==> config.mk <==
export PLATFORM = sky130hd
export DESIGN_NAME = lfsr_decrypt
export DESIGN_NICKNAME = d
export VERILOG_FILES = /design/src/rtl/lab_pkg.sv /design/src/rtl/lfsr6.sv /design/src/rtl/lfsr_decrypt.sv
export SDC_FILE = /design/constraint.sdc
export NUM_CORES = 1
export LEC_CHECK = 0
export CAP_MARGIN = 20
export CORE_AREA = 2 2 117 205
export CTS_CLUSTER_SIZE = 8
export DETAILED_ROUTE_END_ITERATION = 12
export DIE_AREA = 0 0 119 207
export PLACE_DENSITY = 0.52
export SLEW_MARGIN = 40
export SYNTH_ARGS = -nofsm -noshare
export SYNTH_HDL_FRONTEND = slang
export SYNTH_SLANG_ARGS = --single-unit
export TNS_END_PERCENT = 50
==> constraint.sdc <==
create_clock -name clk -period 3.29 [get_ports clk]
set_input_delay 0.658 -clock clk [delete_from_list [all_inputs] [get_ports clk]]
set_output_delay 0.658 -clock clk [all_outputs]
set_load 0.01 [all_outputs]
==> src/rtl/lab_pkg.sv <==
// Shared constants, state encoding and LFSR step for the LFSR decrypter.
package lab_pkg;

  localparam int unsigned NUM_TAPS = 6;

  localparam logic [5:0] TAP_LIST [0:NUM_TAPS-1] = '{6'h21, 6'h2D, 6'h30, 6'h33, 6'h36, 6'h39};

  localparam logic [7:0] PRE_CHAR = 8'h5F;
  localparam logic [7:0] PAD_CHAR = 8'h20;

  typedef enum logic [2:0] {
    S_IDLE,
    S_SEED,
    S_PROBE,
    S_SELECT,
    S_DECRYPT,
    S_PAD,
    S_DONE
  } state_t;

  function automatic logic [5:0] lfsr_next(input logic [5:0] s, input logic [5:0] taps);
    return {s[4:0], ^(s & taps)};
  endfunction

  function automatic logic [5:0] tap_sel(input logic [2:0] idx);
    tap_sel = '0;
    for (int unsigned j = 0; j < NUM_TAPS; j++)
      if (idx == 3'(j)) tap_sel = TAP_LIST[j];
  endfunction

endpackage

==> src/rtl/lfsr6.sv <==
// 6-bit Fibonacci LFSR with synchronous load; load has priority over advance.
module lfsr6
  import lab_pkg::*;
(
  input  logic       clk,
  input  logic       en,
  input  logic       init,
  input  logic [5:0] taps,
  input  logic [5:0] start,
  output logic [5:0] state
);

  always_ff @(posedge clk) begin
    if (init)
      state <= start;
    else if (en)
      state <= lfsr_next(state, taps);
  end

endmodule

==> src/rtl/lfsr_decrypt.sv <==
// Recovers LFSR seed, taps and preamble length from an encrypted dat_mem
// region, then writes the plaintext to the output region and space-pads it.
module lfsr_decrypt
  import lab_pkg::*;
#(
  parameter int unsigned MSG_LEN   = 64,
  parameter int unsigned SRC_BASE  = 64,
  parameter int unsigned DST_BASE  = 0,
  parameter int unsigned PROBE_LEN = 6,
  parameter int unsigned MAX_PRE   = 12
) (
  input  logic       clk,
  input  logic       init_n,
  input  logic       start,
  output logic [7:0] raddr,
  input  logic [7:0] data_out,
  output logic       write_en,
  output logic [7:0] waddr,
  output logic [7:0] data_in,
  output logic       done,
  output logic       err,
  output logic [5:0] taps_found,
  output logic [7:0] pre_len_found
);

  localparam logic [7:0] SRC = 8'(SRC_BASE);
  localparam logic [7:0] DST = 8'(DST_BASE);

  state_t              state;
  logic [7:0]          pad_idx;
  logic                in_msg;
  logic [2:0]          sel;
  logic [NUM_TAPS-1:0] alive;
  logic [NUM_TAPS-1:0] match;
  logic [5:0]          cand_state [NUM_TAPS];
  logic [5:0]          sel_state;
  logic [2:0]          first_hit;
  logic                any_hit;
  logic [5:0]          obs;
  logic                hdr_ok;
  logic [7:0]          k;
  logic [7:0]          plain;
  logic                is_pre;
  logic [7:0]          cur_pre;
  logic                lfsr_init;
  logic                lfsr_en;

  assign obs       = data_out[5:0] ^ 6'h1F;
  assign hdr_ok    = (data_out[7:6] == 2'b01);
  assign k         = raddr - SRC;
  assign lfsr_init = (state == S_SEED);
  assign lfsr_en   = (state == S_PROBE) || (state == S_SELECT) || (state == S_DECRYPT);

  for (genvar g = 0; g < NUM_TAPS; g++) begin : g_cand
    lfsr6 u_lfsr (
      .clk   (clk),
      .en    (lfsr_en),
      .init  (lfsr_init),
      .taps  (TAP_LIST[g]),
      .start (obs),
      .state (cand_state[g])
    );
  end

  always_comb begin
    match     = '0;
    first_hit = '0;
    any_hit   = 1'b0;
    sel_state = '0;
    for (int unsigned i = 0; i < NUM_TAPS; i++) begin
      match[i] = (lfsr_next(cand_state[i], TAP_LIST[i]) == obs);
      if (alive[i] && !any_hit) begin
        first_hit = 3'(i);
        any_hit   = 1'b1;
      end
      if (sel == 3'(i)) sel_state = cand_state[i];
    end
  end

  assign plain   = data_out ^ {2'b00, sel_state};
  assign is_pre  = !in_msg && (k < 8'(MAX_PRE)) && (plain == PRE_CHAR);
  // Before the first message byte is latched, the current index is the preamble length.
  assign cur_pre = in_msg ? pre_len_found : k;

  // Write port is combinational from the registered state so each byte is
  // written in the cycle it is read, and drops as soon as reset lands.
  always_comb begin
    write_en = 1'b0;
    waddr    = '0;
    data_in  = '0;
    if (state == S_PAD) begin
      write_en = 1'b1;
      waddr    = DST + pad_idx;
      data_in  = PAD_CHAR;
    end else if (state == S_DECRYPT && !is_pre) begin
      write_en = 1'b1;
      waddr    = DST + k - cur_pre;
      data_in  = plain;
    end
  end

  always_ff @(posedge clk or negedge init_n) begin
    if (!init_n) begin
      state         <= S_IDLE;
      raddr         <= '0;
      done          <= 1'b0;
      err           <= 1'b0;
      taps_found    <= '0;
      pre_len_found <= '0;
      alive         <= '0;
      sel           <= '0;
      in_msg        <= 1'b0;
      pad_idx       <= '0;
    end else begin
      case (state)
        S_IDLE, S_DONE: begin
          if (start) begin
            state         <= S_SEED;
            raddr         <= SRC;
            done          <= 1'b0;
            err           <= 1'b0;
            taps_found    <= '0;
            pre_len_found <= '0;
          end
        end
        S_SEED: begin
          alive  <= '1;
          in_msg <= 1'b0;
          if (obs == '0) begin
            state <= S_DONE;
            done  <= 1'b1;
            err   <= 1'b1;
          end else begin
            state <= S_PROBE;
            raddr <= raddr + 8'd1;
          end
        end
        S_PROBE: begin
          alive <= alive & match & {NUM_TAPS{hdr_ok}};
          raddr <= raddr + 8'd1;
          if (k == 8'(PROBE_LEN - 1)) state <= S_SELECT;
        end
        S_SELECT: begin
          if (any_hit) begin
            sel        <= first_hit;
            taps_found <= tap_sel(first_hit);
            state      <= S_DECRYPT;
          end else begin
            state <= S_DONE;
            done  <= 1'b1;
            err   <= 1'b1;
          end
        end
        S_DECRYPT: begin
          if (!is_pre && !in_msg) begin
            in_msg        <= 1'b1;
            pre_len_found <= k;
          end
          if (k == 8'(MSG_LEN - 1)) begin
            state   <= S_PAD;
            pad_idx <= 8'(MSG_LEN) - cur_pre;
          end else begin
            raddr <= raddr + 8'd1;
          end
        end
        S_PAD: begin
          pad_idx <= pad_idx + 8'd1;
          if (pad_idx == 8'(MSG_LEN - 1)) begin
            state <= S_DONE;
            done  <= 1'b1;
          end
        end
        default: state <= S_IDLE;
      endcase
    end
  end

endmodule

== Word level (Yosys, flattened, before mapping) ==
Cells that the tools add are included.

* Bits in registers: 81
* Bits in latches: 0
* Bits in writable memories: 0
* Bits in read-only memories: 0
* Output and inout port bits: 41
* Logic and storage cells: 180
* Memories: 0

* Add/sub/neg operators: 5
* Multipliers: 0
* Div/mod/pow operators: 0
* Magnitude comparators: 1
* Equal/unequal tests: 37
* Shift operators: 0
* Mux-type cells: 70
* Bitwise logic cells: 4
* Reduce and logical (&&, ||, !) cells: 47

{| class="wikitable"
|+ Operator list
! operator !! number
|-
| 6-bit 2-to-1 mux || 26
|-
| 8-bit 2-to-1 mux || 11
|-
| 6-bit == test || 6
|-
| 6-bit parity || 6
|-
| 8-bit one-hot mux with 2 select lines || 2
|-
| 8-bit one-hot mux with 4 select lines || 1
|-
| 6-bit one-hot mux with 2 select lines || 2
|-
| 3-bit == test, second input constant || 7
|-
| 3-bit 2-to-1 mux || 7
|-
| 3-bit by 2-bit == test with 1-bit output, second input constant || 6
|-
| 3-bit one-hot mux with 6 select lines || 1
|-
| 8-bit by 1-bit adder with 8-bit output, second input constant || 2
|-
| 8-bit by 6-bit == test with 1-bit output, second input constant || 2
|-
| 1-bit 2-to-1 mux || 14
|-
| 6-bit AND || 2
|-
| 2-bit != test, second input constant || 6
|-
| 4-bit AND reduction || 3
|-
| 2-bit nonzero test || 6
|-
| 3-bit by 1-bit == test with 1-bit output, second input constant || 3
|-
| 1-bit logical AND || 9
|-
| 3-bit zero test || 3
|-
| 8-bit by 3-bit == test with 1-bit output, second input constant || 1
|-
| 8-bit by 7-bit == test with 1-bit output, second input constant || 1
|-
| 8-bit by 4-bit less-than comparator with 1-bit output, second input constant || 1
|-
| other kinds (20) || 36
|}

== Logic depth before layout (Yosys ltp) ==
* Depth in word-level cells: 25
* Mapped depth: 12
* Depth with buffers taken out: 11

== Cells and area by module ==
Synthesis repeated with hierarchy kept, for this count alone.

* Cell total of the unflattened synthesis: 637
* Area total of the unflattened synthesis: 6182.2 µm²

{| class="wikitable"
|+ Modules (own cells, without submodules)
! module !! instances !! cells each !! area an instance (µm²)
|-
| lfsr_decrypt || 1 || 493 || 4162.7
|-
| lfsr6 || 6 || 24 || 336.6
|}

== Worst setup path before layout ==
No wires, ideal clock.

* Path kind: reg2reg
* Start: reg state[2]
* End: reg g_cand[0].u_lfsr.state[0] (enable)
* Library setup time: 446 ps
* Arrival time: 2755 ps
* Required time: 2844 ps
* Path slack: 88 ps
* Cell stages (with the launch flop): 4
* Path buffers: 2
* Clock period less this slack: 3202 ps
* Path through: dfrtp_1 -> clkbuf_1 -> buf_1 -> xnor2_1

* Longest elaborated chain between the ends: 4
* Elaborated cells on any way between the ends: 7
* Classes of those cells: 4 x eq/ne; 3 x reduce/logical

{| class="wikitable"
|+ Ends and longest elaborated chain
! item !! RTL line !! source
|-
| start, declared || lfsr_decrypt.sv:29 || <nowiki>state_t state;</nowiki>
|-
| start signal, assigned || lfsr_decrypt.sv:104 || <nowiki>state <= S_IDLE;</nowiki>
|-
| start signal, assigned || lfsr_decrypt.sv:118 || <nowiki>state <= S_SEED;</nowiki>
|-
| start signal, assigned || lfsr_decrypt.sv:130 || <nowiki>state <= S_DONE;</nowiki>
|-
| 3-bit by 2-bit == test with 1-bit output || lfsr_decrypt.sv:52 || <nowiki>assign lfsr_en = (state == S_PROBE) || (state == S_SELECT) || (state == S_DECRYPT);</nowiki>
|-
| 1-bit logical OR (2 in series) || lfsr_decrypt.sv:52 ||
|-
| 2-bit nonzero test (no source line) (*) || - ||
|-
| end signal, assigned || lfsr6.sv:15 || <nowiki>state <= start;</nowiki>
|-
| end signal, assigned || lfsr6.sv:17 || <nowiki>state <= lfsr_next(state, taps);</nowiki>
|-
| end, declared || lfsr6.sv:10 || <nowiki>output logic [5:0] state</nowiki>
|}

Every way passes the cells marked *; elsewhere a longest branch is shown, timed or not.
A chain may end at the register's enable or synchronous reset.

== Final worst setup path ==
* Start: reg sel[0]
* End: out waddr[6]

* Longest elaborated chain between the ends: 14
* Elaborated cells on any way between the ends: 19
* Classes of those cells: 6 x eq/ne; 8 x mux; 1 x bitwise; 4 x reduce/logical

{| class="wikitable"
|+ Ends and longest elaborated chain
! item !! RTL line !! source
|-
| start, declared || lfsr_decrypt.sv:32 || <nowiki>logic [2:0] sel;</nowiki>
|-
| start signal, assigned || lfsr_decrypt.sv:145 || <nowiki>sel <= first_hit;</nowiki>
|-
| 3-bit zero test || lfsr_decrypt.sv:76 || <nowiki>if (sel == 3'(i)) sel_state = cand_state[i];</nowiki>
|-
| 6-bit 2-to-1 mux (5 in series) || lfsr_decrypt.sv:76 ||
|-
| 6-bit 2-to-1 mux (*) || lfsr_decrypt.sv:76 ||
|-
| 8-bit by 6-bit bitwise XOR with 8-bit output (*) || lfsr_decrypt.sv:80 || <nowiki>assign plain = data_out ^ {2'b00, sel_state};</nowiki>
|-
| 8-bit by 7-bit == test with 1-bit output (*) || lfsr_decrypt.sv:81 || <nowiki>assign is_pre = !in_msg && (k < 8'(MAX_PRE)) && (plain == PRE_CHAR);</nowiki>
|-
| 1-bit logical AND (*) || lfsr_decrypt.sv:81 ||
|-
| 1-bit zero test (*) || lfsr_decrypt.sv:95 || <nowiki>end else if (state == S_DECRYPT && !is_pre) begin</nowiki>
|-
| 1-bit logical AND (*) || lfsr_decrypt.sv:95 ||
|-
| 8-bit 2-to-1 mux (*) || lfsr_decrypt.sv:95 ||
|-
| 8-bit 2-to-1 mux (*) || lfsr_decrypt.sv:91 || <nowiki>if (state == S_PAD) begin</nowiki>
|-
| end, declared || lfsr_decrypt.sv:18 || <nowiki>output logic [7:0] waddr,</nowiki>
|}

Marks and branches as above.

==> impl_metrics.py <==
metrics = {
    "cells_and_area": {
        "drive_above_1_share_pct": 24.25,
        "postLayoutCoreUtil_pct": 32.44,
        "area_growth_pct": 37.47,
        "n_antenna_cell": 0,
        "num-nets-final": 758,
        "nFillCells": 2401,
        "multi_input_area_um2": 3194,
        "seq_area_um2": 2210,
        "layout.cells.non_filler": 1042,
    },
    "global_routing": {
        "grtUsageTotal_pct": 14.86,
        "antenna_found_initial": 0,
        "overflow": 0,
        "grt_max_degree": 37,
        "grt_pass1_wl_um": 27920,
        "grt_pass1_vias": 5017,
    },
    "critical_path": {
        "criticalPathCategory": "register to output port",
        "crit_top_cell": "o221a_4",
        "crit_arrival_ns": 2.72,
        "worstPathCellList": "buf_12, mux2_4, o221a_4, o221a_4, o22ai_4, nor4_4, buf_4, buf_6, o31ai_2, buf_2",
        "r2r_end": "in_msg",
        "slowest_delay_ns": 0.44,
        "critPathLaunchType": "register",
        "startpoint": "sel[0]",
        "crit_path_top_delay_cell": "dfrtp_2",
        "cp-end-kind": "output port",
        "worst-r2r-setup-slack_ns": 0.62,
        "critPathRequiredTime_ns": 2.63,
        "critPathCapture": "waddr[6]",
        "crit_fanout": 5,
        "r2r_start": "sel[0]",
        "r2r.worst_path.cells": 11,
    },
    "run_status": {
        "failed_checks": "setup timing",
        "outcome": "complete, but fails checks",
    },
    "detailed_routing": {
        "wl_um": 18090,
        "detail-route-antenna-nets": 0,
        "avgViaCountPerCell": 4.646,
        "num_vias": 4841,
        "dr.pass1.iters": 5,
        "routedWlPerCell_um": 17.36,
        "drc": 0,
        "drt-initial-drc-count": 312,
    },
    "timing": {
        "tns_ns": -0.6217,
        "max_clock_freq_mhz": 295.8,
        "holdWs_ns": 0.3459,
        "finalCritPeriodShare_pct": 102.7,
        "setup_ws_ns": -0.09015,
        "finalHoldViolCount": 0,
        "period_minus_slack_ns": 3.380,
        "skew_ns": 0.01122,
        "relSlewSlack_pct": 54.95,
        "maxSlewViolCount": 0,
        "rsz0062_at_grt": "true",
        "final-setup-viol-count": 12,
        "tightest_slew_ns": 0.6757,
    },
    "pwr": {
        "peakVddDrop_v": 0.0005647,
        "p_per_area_nw_per_um2": 1130,
        "p_leak_nw": 3.071,
    },
    "clock_network": {
        "clk_latency_ns": 0.35,
        "cts_max_level": 3,
        "clockBufferDepth": 2,
        "cts_tree": "done",
        "numCtsBuffers": 9,
        "clk_pin_slew_ns": 0.06,
        "holdBufCountCts": 0,
        "cts_root_buffer": "clkbuf_16",
        "numClockSinks": 81,
    },
    "die": {
        "core_area_um2": 23050,
        "die_y_um": 207,
        "io_pins": 52,
        "start_util_pct": 23.60,
        "die_area_um2": 24630,
        "die_width_um": 119,
        "rows": 74,
    },
    "place": {
        "dp_slack_ns": -0.4896,
        "portBuffers": 51,
        "place_hpwl_um": 13980,
        "placed_cells": 1015,
        "gp_congestion": 0.9277,
    },
    "logic_synthesis": {
        "ys_seq_area_share_pct": 40.57,
        "synthTopCellsByCount": "nor2_1, xnor2_1, nand2_1",
        "synth-edff-count": 36,
        "ys_seq_elements": 81,
        "synthArstFlopShare_pct": 55.56,
        "netlist_instances": 592,
        "synthesis.nets": 617,
        "synth_cell_types": 63,
        "netlist_area_um2": 5440,
        "syn_area_per_cell_um2": 9.190,
        "synthFlopType": "dfrtp_1",
        "synth_area_leaders": "dfrtp_1, edfxtp_1, xnor2_1, nor2_1, mux2i_1",
        "synth_top_area_share_pct": 20.70,
        "yosysWarnings": 0,
        "synth_area_leader_cell": "dfrtp_1",
        "post-synth-top-count-cell": "nor2_1",
    },
    "job": {
        "maxCapViolations": 0,
    },
    "min_path": {
        "hp-class": "input pin to asynchronous set/reset pin",
    },
}
[cells in the final DEF, fill, tap and decap left out, types with 4 or more instances in the layout]
| master | count |
|---|---|
| buf_4 | 101 |
| nor2_1 | 91 |
| xnor2_1 | 48 |
| nand2_1 | 46 |
| dfrtp_1 | 43 |
| edfxtp_1 | 36 |
| clkdlybuf4s50_1 | 34 |
| a21oi_1 | 28 |
| o21ai_0 | 28 |
| inv_1 | 21 |
| mux2i_1 | 20 |
| xor2_1 | 19 |
| a21o_1 | 16 |
| buf_2 | 15 |
| and3_1 | 12 |
| nand3_1 | 12 |
| ha_1 | 12 |
| clkbuf_16 | 10 |
| a31oi_1 | 9 |
| o22ai_1 | 8 |
| nor3_1 | 8 |
| a22o_1 | 7 |
| nand2b_1 | 6 |
| nor4_1 | 6 |
| buf_6 | 6 |
| o221a_4 | 5 |
| nor2b_1 | 5 |
| o31ai_1 | 5 |
| and2_1 | 5 |
| o22a_1 | 4 |
[registers in the layout, indices dropped and copies added, names as in the netlist]
name,flops
alive,6
done,1
err,1
g_cand.u_lfsr.state,36
in_msg,1
pad_idx,8
pre_len_found,8
raddr,8
sel,3
state,3
taps_found,6
[report_power, final]
part / switching [mW] / internal (mW)
clock network: 0.424 / 0.634
logic: 2.73 / 2.45
registers: 0.479 / 1.74
total: 3.63 / 4.82
[stage by stage]
step / power (mW) / area, um^2
6_report: 8.454 / 7478
2_1_floorplan: 5.024 / 5440
4_1_cts: 8.437 / 7432
5_1_grt: 9.019 / 7478
3_5_place_dp: 7.077 / 6932
3_3_place_gp: 7.065 / 6932
[worst max-delay path, delay by kind of cell, from the launching register on]
family | cells | cell delay [ns]
muxes | 1 | 0.29
and+or+nand+nor | 1 | 0.08
DFF | 1 | 0.44
buffers and inverters | 4 | 0.63
AOI/OAI and AO/OA | 4 | 0.94
[routing by layer]
layer,share of wire (%),global-route usage [%]
met1,37,14.73
met2,56,28.93
met3,2.4,1.652
met4,5.0,8.703
met5,0,0
[kinds of logic (layout without fill, tap and decap cells)]
| group | after synthesis | in the layout | share of synthesized area, % |
|---|---|---|---|
| fa+ha+maj | 14 | 14 | 3.358 |
| buf+inv | 52 | 198 | 4.278 |
| flops | 81 | 81 | 40.57 |
| mux | 28 | 28 | 5.612 |
| simple gates | 210 | 210 | 18.08 |
| xor+xnor | 68 | 68 | 10.95 |
| compound gates | 139 | 139 | 17.16 |
[final cells by class]
type / instances / area share (%)
tap: 304 / 5.086
sequential: 81 / 29.55
timing repair buffer: 160 / 17.45
multi-input combinational: 459 / 42.71
inverter: 22 / 1.104
clock inverter: 4 / 0.6525
clock buffer: 12 / 3.447
[what timing repair did]
item	CTS	global route
gates cloned	1	0
buffers inserted	10	1
setup endpoints to repair	16	16
resized for setup	92	17
pin swaps	9	7
[worst min path at each step]
| stage | to | slack (ns) | depth (start not counted) |
|---|---|---|---|
| after floorplan | alive[0] | 0.36 | 0 |
| after global placement | taps_found[5] | 0.47 | 2 |
| after detailed placement | taps_found[5] | 0.47 | 2 |
| after CTS | raddr[6] | 0.36 | 1 |
| after global routing | raddr[6] | 0.39 | 1 |
| final | pre_len_found[3] | 0.35 | 1 |
No activity file was read; power rests on OpenSTA's default activity.
